==> src/rtl/cpu_dbg_pkg.sv <==
// rtl/cpu_dbg_pkg.sv - shared sizes, beat layout and state encoding for the CPU state dumper
package cpu_dbg_pkg;
    localparam int DATA_W         = 32;
    localparam int NUM_REGS       = 32;
    localparam int NUM_DMEM_WORDS = 8;
    localparam int HDR_BEATS      = 4;
    localparam int DUMP_BEATS     = HDR_BEATS + NUM_REGS + NUM_DMEM_WORDS;
    localparam int REG_BASE       = HDR_BEATS;
    localparam int MEM_BASE       = HDR_BEATS + NUM_REGS;

    typedef enum logic [1:0] {IDLE, HDR, REG, MEM} dump_state_e;
endpackage

==> src/rtl/dbg_event_counter.sv <==
// rtl/dbg_event_counter.sv - free-running wrapping event counter
module dbg_event_counter
    import cpu_dbg_pkg::*;
(
    input  logic              clk_i,
    input  logic              rst_i,
    input  logic              inc_i,
    output logic [DATA_W-1:0] count_o
);
    logic [DATA_W-1:0] count_q, count_d;

    always_comb begin
        count_d = count_q;
        if (inc_i) count_d = count_q + DATA_W'(1);
    end

    always_ff @(posedge clk_i or posedge rst_i) begin
        if (rst_i) count_q <= '0;
        else       count_q <= count_d;
    end

    assign count_o = count_q;
endmodule

==> src/rtl/cpu_state_dumper.sv <==
// rtl/cpu_state_dumper.sv - counts cycles/stalls/flushes and streams a header, RF and low DMEM on request
module cpu_state_dumper
    import cpu_dbg_pkg::*;
(
    input  logic              clk_i,
    input  logic              rst_i,
    input  logic              stall_i,
    input  logic              flush_i,
    input  logic [DATA_W-1:0] pc_i,
    input  logic              dump_req_i,
    output logic              busy_o,
    output logic [4:0]        reg_addr_o,
    input  logic [DATA_W-1:0] reg_data_i,
    output logic              dmem_rd_o,
    output logic [DATA_W-1:0] dmem_addr_o,
    input  logic [DATA_W-1:0] dmem_data_i,
    output logic              out_valid_o,
    input  logic              out_ready_i,
    output logic [7:0]        out_index_o,
    output logic [DATA_W-1:0] out_data_o,
    output logic              out_last_o
);
    localparam logic [7:0] BEATS_N  = 8'(DUMP_BEATS);
    localparam logic [7:0] LAST_IDX = 8'(DUMP_BEATS - 1);
    localparam logic [7:0] REG_IDX  = 8'(REG_BASE);
    localparam logic [7:0] MEM_IDX  = 8'(MEM_BASE);

    logic [DATA_W-1:0] cycle_cnt, stall_cnt, flush_cnt;

    dbg_event_counter u_cycle_cnt (.clk_i(clk_i), .rst_i(rst_i), .inc_i(1'b1),    .count_o(cycle_cnt));
    dbg_event_counter u_stall_cnt (.clk_i(clk_i), .rst_i(rst_i), .inc_i(stall_i), .count_o(stall_cnt));
    dbg_event_counter u_flush_cnt (.clk_i(clk_i), .rst_i(rst_i), .inc_i(flush_i), .count_o(flush_cnt));

    dump_state_e       state_q, state_d;
    logic [7:0]        idx_q, idx_d;
    logic [DATA_W-1:0] snap_stall_q, snap_stall_d, snap_flush_q, snap_flush_d;
    logic [DATA_W-1:0] snap_cycle_q, snap_cycle_d, snap_pc_q, snap_pc_d;
    logic              out_valid_q, out_valid_d, out_last_q, out_last_d;
    logic [7:0]        out_index_q, out_index_d;
    logic [DATA_W-1:0] out_data_q, out_data_d;
    logic              load_en, loading;
    logic [DATA_W-1:0] beat_data;
    logic [4:0]        reg_off;
    logic [2:0]        mem_off;

    // idx_q is the index of the next beat to be loaded into the output register
    assign load_en = !out_valid_q || out_ready_i;
    assign loading = (state_q != IDLE) && (idx_q < BEATS_N) && load_en;
    assign reg_off = idx_q[4:0] - REG_IDX[4:0];
    assign mem_off = idx_q[2:0] - MEM_IDX[2:0];

    always_comb begin
        beat_data = '0;
        case (state_q)
            HDR: begin
                case (idx_q[1:0])
                    2'd0:    beat_data = snap_cycle_q;
                    2'd1:    beat_data = snap_stall_q;
                    2'd2:    beat_data = snap_flush_q;
                    default: beat_data = snap_pc_q;
                endcase
            end
            REG:     beat_data = reg_data_i;
            MEM:     beat_data = dmem_data_i;
            default: beat_data = '0;
        endcase
    end

    always_comb begin
        state_d      = state_q;
        idx_d        = idx_q;
        snap_cycle_d = snap_cycle_q;
        snap_stall_d = snap_stall_q;
        snap_flush_d = snap_flush_q;
        snap_pc_d    = snap_pc_q;
        out_valid_d  = out_valid_q;
        out_last_d   = out_last_q;
        out_index_d  = out_index_q;
        out_data_d   = out_data_q;
        if (state_q == IDLE) begin
            // beat 0 is loaded straight from the live counter on the accept edge
            if (dump_req_i) begin
                state_d      = HDR;
                idx_d        = 8'd1;
                snap_cycle_d = cycle_cnt;
                snap_stall_d = stall_cnt;
                snap_flush_d = flush_cnt;
                snap_pc_d    = pc_i;
                out_valid_d  = 1'b1;
                out_last_d   = 1'b0;
                out_index_d  = 8'd0;
                out_data_d   = cycle_cnt;
            end
        end else if (idx_q < BEATS_N) begin
            if (load_en) begin
                out_valid_d = 1'b1;
                out_data_d  = beat_data;
                out_index_d = idx_q;
                out_last_d  = (idx_q == LAST_IDX);
                idx_d       = idx_q + 8'd1;
                if (idx_d >= MEM_IDX)      state_d = MEM;
                else if (idx_d >= REG_IDX) state_d = REG;
                else                       state_d = HDR;
            end
        end else if (out_valid_q && out_ready_i) begin
            out_valid_d = 1'b0;
            out_last_d  = 1'b0;
            state_d     = IDLE;
        end
    end

    always_ff @(posedge clk_i or posedge rst_i) begin
        if (rst_i) begin
            state_q      <= IDLE;
            idx_q        <= '0;
            snap_cycle_q <= '0;
            snap_stall_q <= '0;
            snap_flush_q <= '0;
            snap_pc_q    <= '0;
            out_valid_q  <= 1'b0;
            out_last_q   <= 1'b0;
            out_index_q  <= '0;
            out_data_q   <= '0;
        end else begin
            state_q      <= state_d;
            idx_q        <= idx_d;
            snap_cycle_q <= snap_cycle_d;
            snap_stall_q <= snap_stall_d;
            snap_flush_q <= snap_flush_d;
            snap_pc_q    <= snap_pc_d;
            out_valid_q  <= out_valid_d;
            out_last_q   <= out_last_d;
            out_index_q  <= out_index_d;
            out_data_q   <= out_data_d;
        end
    end

    assign busy_o      = (state_q != IDLE);
    assign reg_addr_o  = (state_q == REG) ? reg_off : 5'd0;
    assign dmem_rd_o   = loading && (state_q == MEM);
    assign dmem_addr_o = dmem_rd_o ? DATA_W'({mem_off, 2'b00}) : '0;
    assign out_valid_o = out_valid_q;
    assign out_index_o = out_index_q;
    assign out_data_o  = out_data_q;
    assign out_last_o  = out_last_q;
endmodule
==> config.mk <==
export PLATFORM = sky130hd
export DESIGN_NAME = cpu_state_dumper
export DESIGN_NICKNAME = d
export VERILOG_FILES = /design/src/rtl/cpu_dbg_pkg.sv /design/src/rtl/dbg_event_counter.sv /design/src/rtl/cpu_state_dumper.sv
export SDC_FILE = /design/constraint.sdc
export NUM_CORES = 1
export LEC_CHECK = 0
export CORE_MARGIN = 1
export CORE_UTILIZATION = 58
export CTS_CLUSTER_SIZE = 24
export DETAILED_ROUTE_END_ITERATION = 6
export GPL_TIMING_DRIVEN = 0
export PLACE_DENSITY = 0.95
export SYNTH_ARGS = -nofsm -noshare
export SYNTH_HDL_FRONTEND = slang
export SYNTH_HIERARCHICAL = 1
export SYNTH_SLANG_ARGS = --single-unit
==> constraint.sdc <==
create_clock -name clk_i -period 17.35 [get_ports clk_i]
set_input_delay 3.47 -clock clk_i [delete_from_list [all_inputs] [get_ports clk_i]]
set_output_delay 3.47 -clock clk_i [all_outputs]
set_load 0.02 [all_outputs]
==> impl_metrics.prom <==
# TYPE chip_impl_metric gauge
chip_impl_metric{name="register_bit_total_from_synthesis",unit=""} 276
chip_impl_info{name="failed_checks",value="design-rule violations"} 1
chip_impl_metric{name="synth-adder-area-share",unit=""} 0.0103
chip_impl_metric{name="cts_setup_buffers",unit=""} 0
chip_impl_metric{name="synthesis.area_per_instance",unit="µm²"} 9.23
chip_impl_info{name="synth_largest_area_cell",value="sky130_fd_sc_hd__dfrtp_1"} 1
chip_impl_metric{name="grt_start_max_net_pins",unit=""} 94
chip_impl_metric{name="tritoncts_num_sinks",unit=""} 276
chip_impl_metric{name="finalCritPeriodShare",unit=""} 0.518
chip_impl_metric{name="die_height",unit="µm"} 154
chip_impl_metric{name="synth.top_cell.area_share",unit=""} 0.514
chip_impl_metric{name="cp_data_arrival_time",unit="ns"} 5.53
chip_impl_metric{name="cp.required",unit="ns"} 13.88
chip_impl_metric{name="p_total",unit="mW"} 2.46
chip_impl_metric{name="global_route_wire_length_before_repair",unit="µm"} 62700
chip_impl_metric{name="slew_violations",unit=""} 0
chip_impl_metric{name="coreArea",unit="mm²"} 0.0226
chip_impl_info{name="outcome",value="finished, violations left"} 1
chip_impl_metric{name="crit_path_max_fanout",unit=""} 10
chip_impl_metric{name="route.antenna.remaining_nets",unit=""} 0
chip_impl_metric{name="antenna_violations_before_repair",unit=""} 0
chip_impl_metric{name="first_global_vias",unit=""} 11800
chip_impl_metric{name="design.die.area",unit="mm²"} 0.0238
chip_impl_metric{name="muxShareOfSynthArea",unit=""} 0.00252
chip_impl_metric{name="final_period_demand_of_the_worst_path",unit="ns"} 9.00
chip_impl_metric{name="path_clk_slew",unit="ns"} 0.06
chip_impl_metric{name="holdBufCountCts",unit=""} 0
chip_impl_metric{name="r2r_slack",unit="ns"} 14.63
chip_impl_metric{name="hold_viol",unit=""} 0
chip_impl_metric{name="cap_viol_max_count",unit=""} 0
chip_impl_metric{name="final-instance-count-excl-fill",unit=""} 1978
chip_impl_metric{name="dr.first_iter.drc_count",unit=""} 1589
chip_impl_info{name="setup_repair_after_global_routing_missed_its_margin",value="no"} 1
chip_impl_info{name="critical_path.startpoint_type",value="input pin"} 1
chip_impl_metric{name="post_synthesis_compound_gate_area_fraction",unit=""} 0.106
chip_impl_info{name="worstSetupPathType",value="input pin to output pin"} 1
chip_impl_metric{name="avgViaCountPerCell",unit=""} 6.08
chip_impl_metric{name="pwr-share-clk",unit=""} 0.270
chip_impl_metric{name="stdcell_area",unit="mm²"} 0.0165
chip_impl_metric{name="die_width",unit="µm"} 154
chip_impl_metric{name="antenna_cells",unit=""} 0
chip_impl_info{name="netlist_top_cells_area",value="sky130_fd_sc_hd__dfrtp_1 51%, sky130_fd_sc_hd__nand2_1 13%, sky130_fd_sc_hd__xor2_1 3.6%"} 1
chip_impl_info{name="r2r_end",value="out_data_o[24]"} 1
chip_impl_metric{name="pwr_density_cell",unit="mW/mm²"} 149
chip_impl_info{name="worst_setup_path_end_kind",value="output pin"} 1
chip_impl_info{name="min-delay-start",value="snap_pc_q[30]"} 1
chip_impl_metric{name="synth_edf_count",unit=""} 0
chip_impl_metric{name="power.ir.vdd_worst",unit="mV"} 0.0711
chip_impl_metric{name="summed_instance_area_of_the_synthesized_netlist",unit="mm²"} 0.0134
chip_impl_metric{name="netSwitchingPower",unit="µW"} 955
chip_impl_metric{name="swShare",unit=""} 0.388
chip_impl_metric{name="async_flop_share",unit=""} 1.00
chip_impl_metric{name="seqPwrFrac",unit=""} 0.362
chip_impl_metric{name="clkLatencyLatePin",unit="ns"} 0.54
chip_impl_metric{name="final.setup_skew",unit="ns"} 0.0154
chip_impl_metric{name="power.combinational.fraction",unit=""} 0.368
chip_impl_metric{name="port_buffers",unit=""} 153
chip_impl_info{name="tritoncts",value="done"} 1
chip_impl_metric{name="synthCells",unit=""} 1455
chip_impl_metric{name="timing.setup.tns",unit="ns"} 0
chip_impl_metric{name="floorplan.initialDensity",unit=""} 0.593
chip_impl_metric{name="ctsHtreeMaxLevel",unit=""} 1
chip_impl_metric{name="ios",unit=""} 183
chip_impl_metric{name="placement_rows",unit=""} 55
chip_impl_metric{name="reg2reg_depth",unit=""} 7
chip_impl_metric{name="first_pass_iters",unit=""} 7
chip_impl_metric{name="global_route.usage.total",unit=""} 0.339
chip_impl_metric{name="numCtsBuffers",unit=""} 27
chip_impl_info{name="post-synth-top-count-cell",value="sky130_fd_sc_hd__nand2_1"} 1
chip_impl_metric{name="pre_cts_ws",unit="ns"} 8.38
chip_impl_metric{name="gp_congestion",unit=""} 0.974
chip_impl_info{name="kind_of_path_behind_the_tightest_hold_check",value="flip-flop to flip-flop"} 1
chip_impl_metric{name="ctsLongestPathBuffers",unit=""} 3
chip_impl_info{name="min_delay_worst_endpoint",value="snap_pc_q[30]"} 1
chip_impl_metric{name="timing.fmax",unit="MHz"} 111
chip_impl_metric{name="power.static_leakage",unit="nW"} 7.96
chip_impl_metric{name="setup_viol",unit=""} 0
chip_impl_metric{name="synth.yosys.warnings",unit=""} 6
chip_impl_metric{name="cell_internal_pwr",unit="mW"} 1.51
chip_impl_metric{name="min_path_cells",unit=""} 2
chip_impl_metric{name="nets",unit=""} 1786
chip_impl_metric{name="syn2layout_area_growth",unit="%"} 23.2
chip_impl_info{name="reg2reg_launch_point",value="idx_q[0]"} 1
chip_impl_metric{name="dp_cells",unit=""} 1927
chip_impl_metric{name="synth-simple-area-share",unit=""} 0.250
chip_impl_metric{name="ys_seq_area_frac",unit=""} 0.514
chip_impl_metric{name="post_route_cells_drive_above_1_share",unit=""} 0.0886
chip_impl_metric{name="grt_remaining_overflow",unit=""} 0
chip_impl_metric{name="drc",unit=""} 12
chip_impl_metric{name="yosys.area_share.xor_xnor",unit=""} 0.0643
chip_impl_metric{name="dpl.hpwl",unit="µm"} 28000
chip_impl_metric{name="detailed_place.area",unit="mm²"} 0.0155
chip_impl_info{name="synth_top_flop_cell",value="sky130_fd_sc_hd__dfrtp_1"} 1
chip_impl_metric{name="timing.slew.headroom",unit=""} 0.176
chip_impl_info{name="netlist_top_cells_count",value="467 x sky130_fd_sc_hd__nand2_1, 276 x sky130_fd_sc_hd__dfrtp_1, 55 x sky130_fd_sc_hd__xor2_1, 53 x sky130_fd_sc_hd__o21ai_0, 51 x sky130_fd_sc_hd__nor2b_1"} 1
chip_impl_metric{name="tightestPinTransition",unit="ns"} 1.24
chip_impl_metric{name="postLayoutSetupSlackWorst",unit="ns"} 8.35
chip_impl_metric{name="routed_wire_length",unit="µm"} 40000
chip_impl_info{name="clockRootBuffer",value="sky130_fd_sc_hd__clkbuf_16"} 1
chip_impl_info{name="largest_family_of_logic_cells_by_synthesized_area",value="simple AND/OR/NAND/NOR gates"} 1
chip_impl_metric{name="yosysUniqueCellTypes",unit=""} 55
chip_impl_metric{name="cts.repair.resized",unit=""} 0
chip_impl_metric{name="detailroute.via_count",unit=""} 12000
chip_impl_metric{name="detail_route.wl_per_cell",unit="µm"} 20.2
power groups by stage:
stage / sequential (mW) / clock (mW) / combinational, mW
final: 0.891 / 0.664 / 0.907
after global routing: 0.900 / 0.688 / 0.971
after CTS: 0.884 / 0.661 / 0.885
after detailed placement: 0.891 / 0 / 0.867
after global placement: 0.883 / 0 / 0.829
after floorplan: 0.903 / 0 / 0.514
stage by stage:
stage               hold slack, ns   util
floorplan                    0.441      -
global placement             0.459  0.682
detailed placement           0.466  0.683
CTS                          0.480  0.728
global route                 0.503  0.730
finish                       0.478  0.730
state kept, by name, indices dropped and copies added (netlist names):
register,count
out_valid_o,1
u_cycle_cnt/count_o,32
out_data_o,32
snap_cycle_q,32
u_stall_cnt/count_o,32
snap_stall_q,32
out_index_o,8
snap_pc_q,32
out_last_o,1
idx_q,8
u_flush_cnt/count_o,32
snap_flush_q,32
state_q,2
placed cells by master, fill, tap and decap left out, types with 7 or more instances in the layout:
cell and n:
sky130_fd_sc_hd__nor2_1 21, sky130_fd_sc_hd__buf_4 29, sky130_fd_sc_hd__clkdlybuf4s50_1 153, sky130_fd_sc_hd__o21ai_0 53, sky130_fd_sc_hd__clkbuf_8 7, sky130_fd_sc_hd__a22oi_1 32, sky130_fd_sc_hd__a221oi_1 13, sky130_fd_sc_hd__inv_1 28
sky130_fd_sc_hd__a211oi_1 19, sky130_fd_sc_hd__nand4_1 14, sky130_fd_sc_hd__and4_1 10, sky130_fd_sc_hd__ha_1 11, sky130_fd_sc_hd__xor2_1 55, sky130_fd_sc_hd__clkbuf_1 45, sky130_fd_sc_hd__o21ai_1 38, sky130_fd_sc_hd__nor4_1 9
sky130_fd_sc_hd__nand2_1 467, sky130_fd_sc_hd__clkbuf_16 27, sky130_fd_sc_hd__nor2b_1 51, sky130_fd_sc_hd__xnor2_1 41, sky130_fd_sc_hd__and2_1 11, sky130_fd_sc_hd__o22ai_1 32, sky130_fd_sc_hd__nand3_1 36, sky130_fd_sc_hd__dfrtp_1 276
sky130_fd_sc_hd__a21oi_1 34, sky130_fd_sc_hd__nor3_1 21, sky130_fd_sc_hd__buf_2 27, sky130_fd_sc_hd__conb_1 35, sky130_fd_sc_hd__and3_1 14
how the worst max path moves through the flow:
stage                start        endpoint  cells past startpoint
3_5_place_dp   out_ready_i  dmem_addr_o[3]                      5
6_report       out_ready_i  dmem_addr_o[3]                      5
2_1_floorplan        rst_i        idx_q[0]                      1
4_1_cts        out_ready_i  dmem_addr_o[3]                      5
3_3_place_gp         rst_i  out_index_o[0]                      2
5_1_grt        out_ready_i  dmem_addr_o[3]                      5
worst max-delay path, cell delays in order:
cell and delay, ns:
sky130_fd_sc_hd__clkdlybuf4s50_1 0.53, sky130_fd_sc_hd__o2111ai_1 0.28, sky130_fd_sc_hd__clkbuf_1 0.32, sky130_fd_sc_hd__nor3_1 0.27, sky130_fd_sc_hd__clkdlybuf4s50_1 0.64
routing by layer:
layer | up-vias | part of all wire | track usage | routed length [µm]
li1 | 5266 | - | - | -
met1 | 5725 | 0.37 | 0.439 | 14900
met2 | 860 | 0.47 | 0.548 | 18900
met3 | 167 | 0.097 | 0.0527 | 3860
met4 | 0 | 0.058 | 0.186 | 2330
met5 | - | 0 | 0 | 0
kinds of logic after synthesis:
kind of cell | Yosys count
DFF | 276
muxes | 3
AOI/OAI and AO/OA | 231
other | 2
buffers and inverters | 139
and+or+nand+nor | 696
adders and majority gates | 11
xor gates and xnor gates | 97
layout make-up:
cell class | count | area, µm²
Sequential cell | 276 | 6910
Fill cell | 1397 | 6100
Multi-Input combinational cell | 1073 | 5950
Timing Repair Buffer | 156 | 1610
Clock buffer | 37 | 783
Buffer | 109 | 583
Tap cell | 285 | 357
Clock inverter | 12 | 225
Inverter | 30 | 120
No activity file was read; power rests on OpenSTA's default activity.
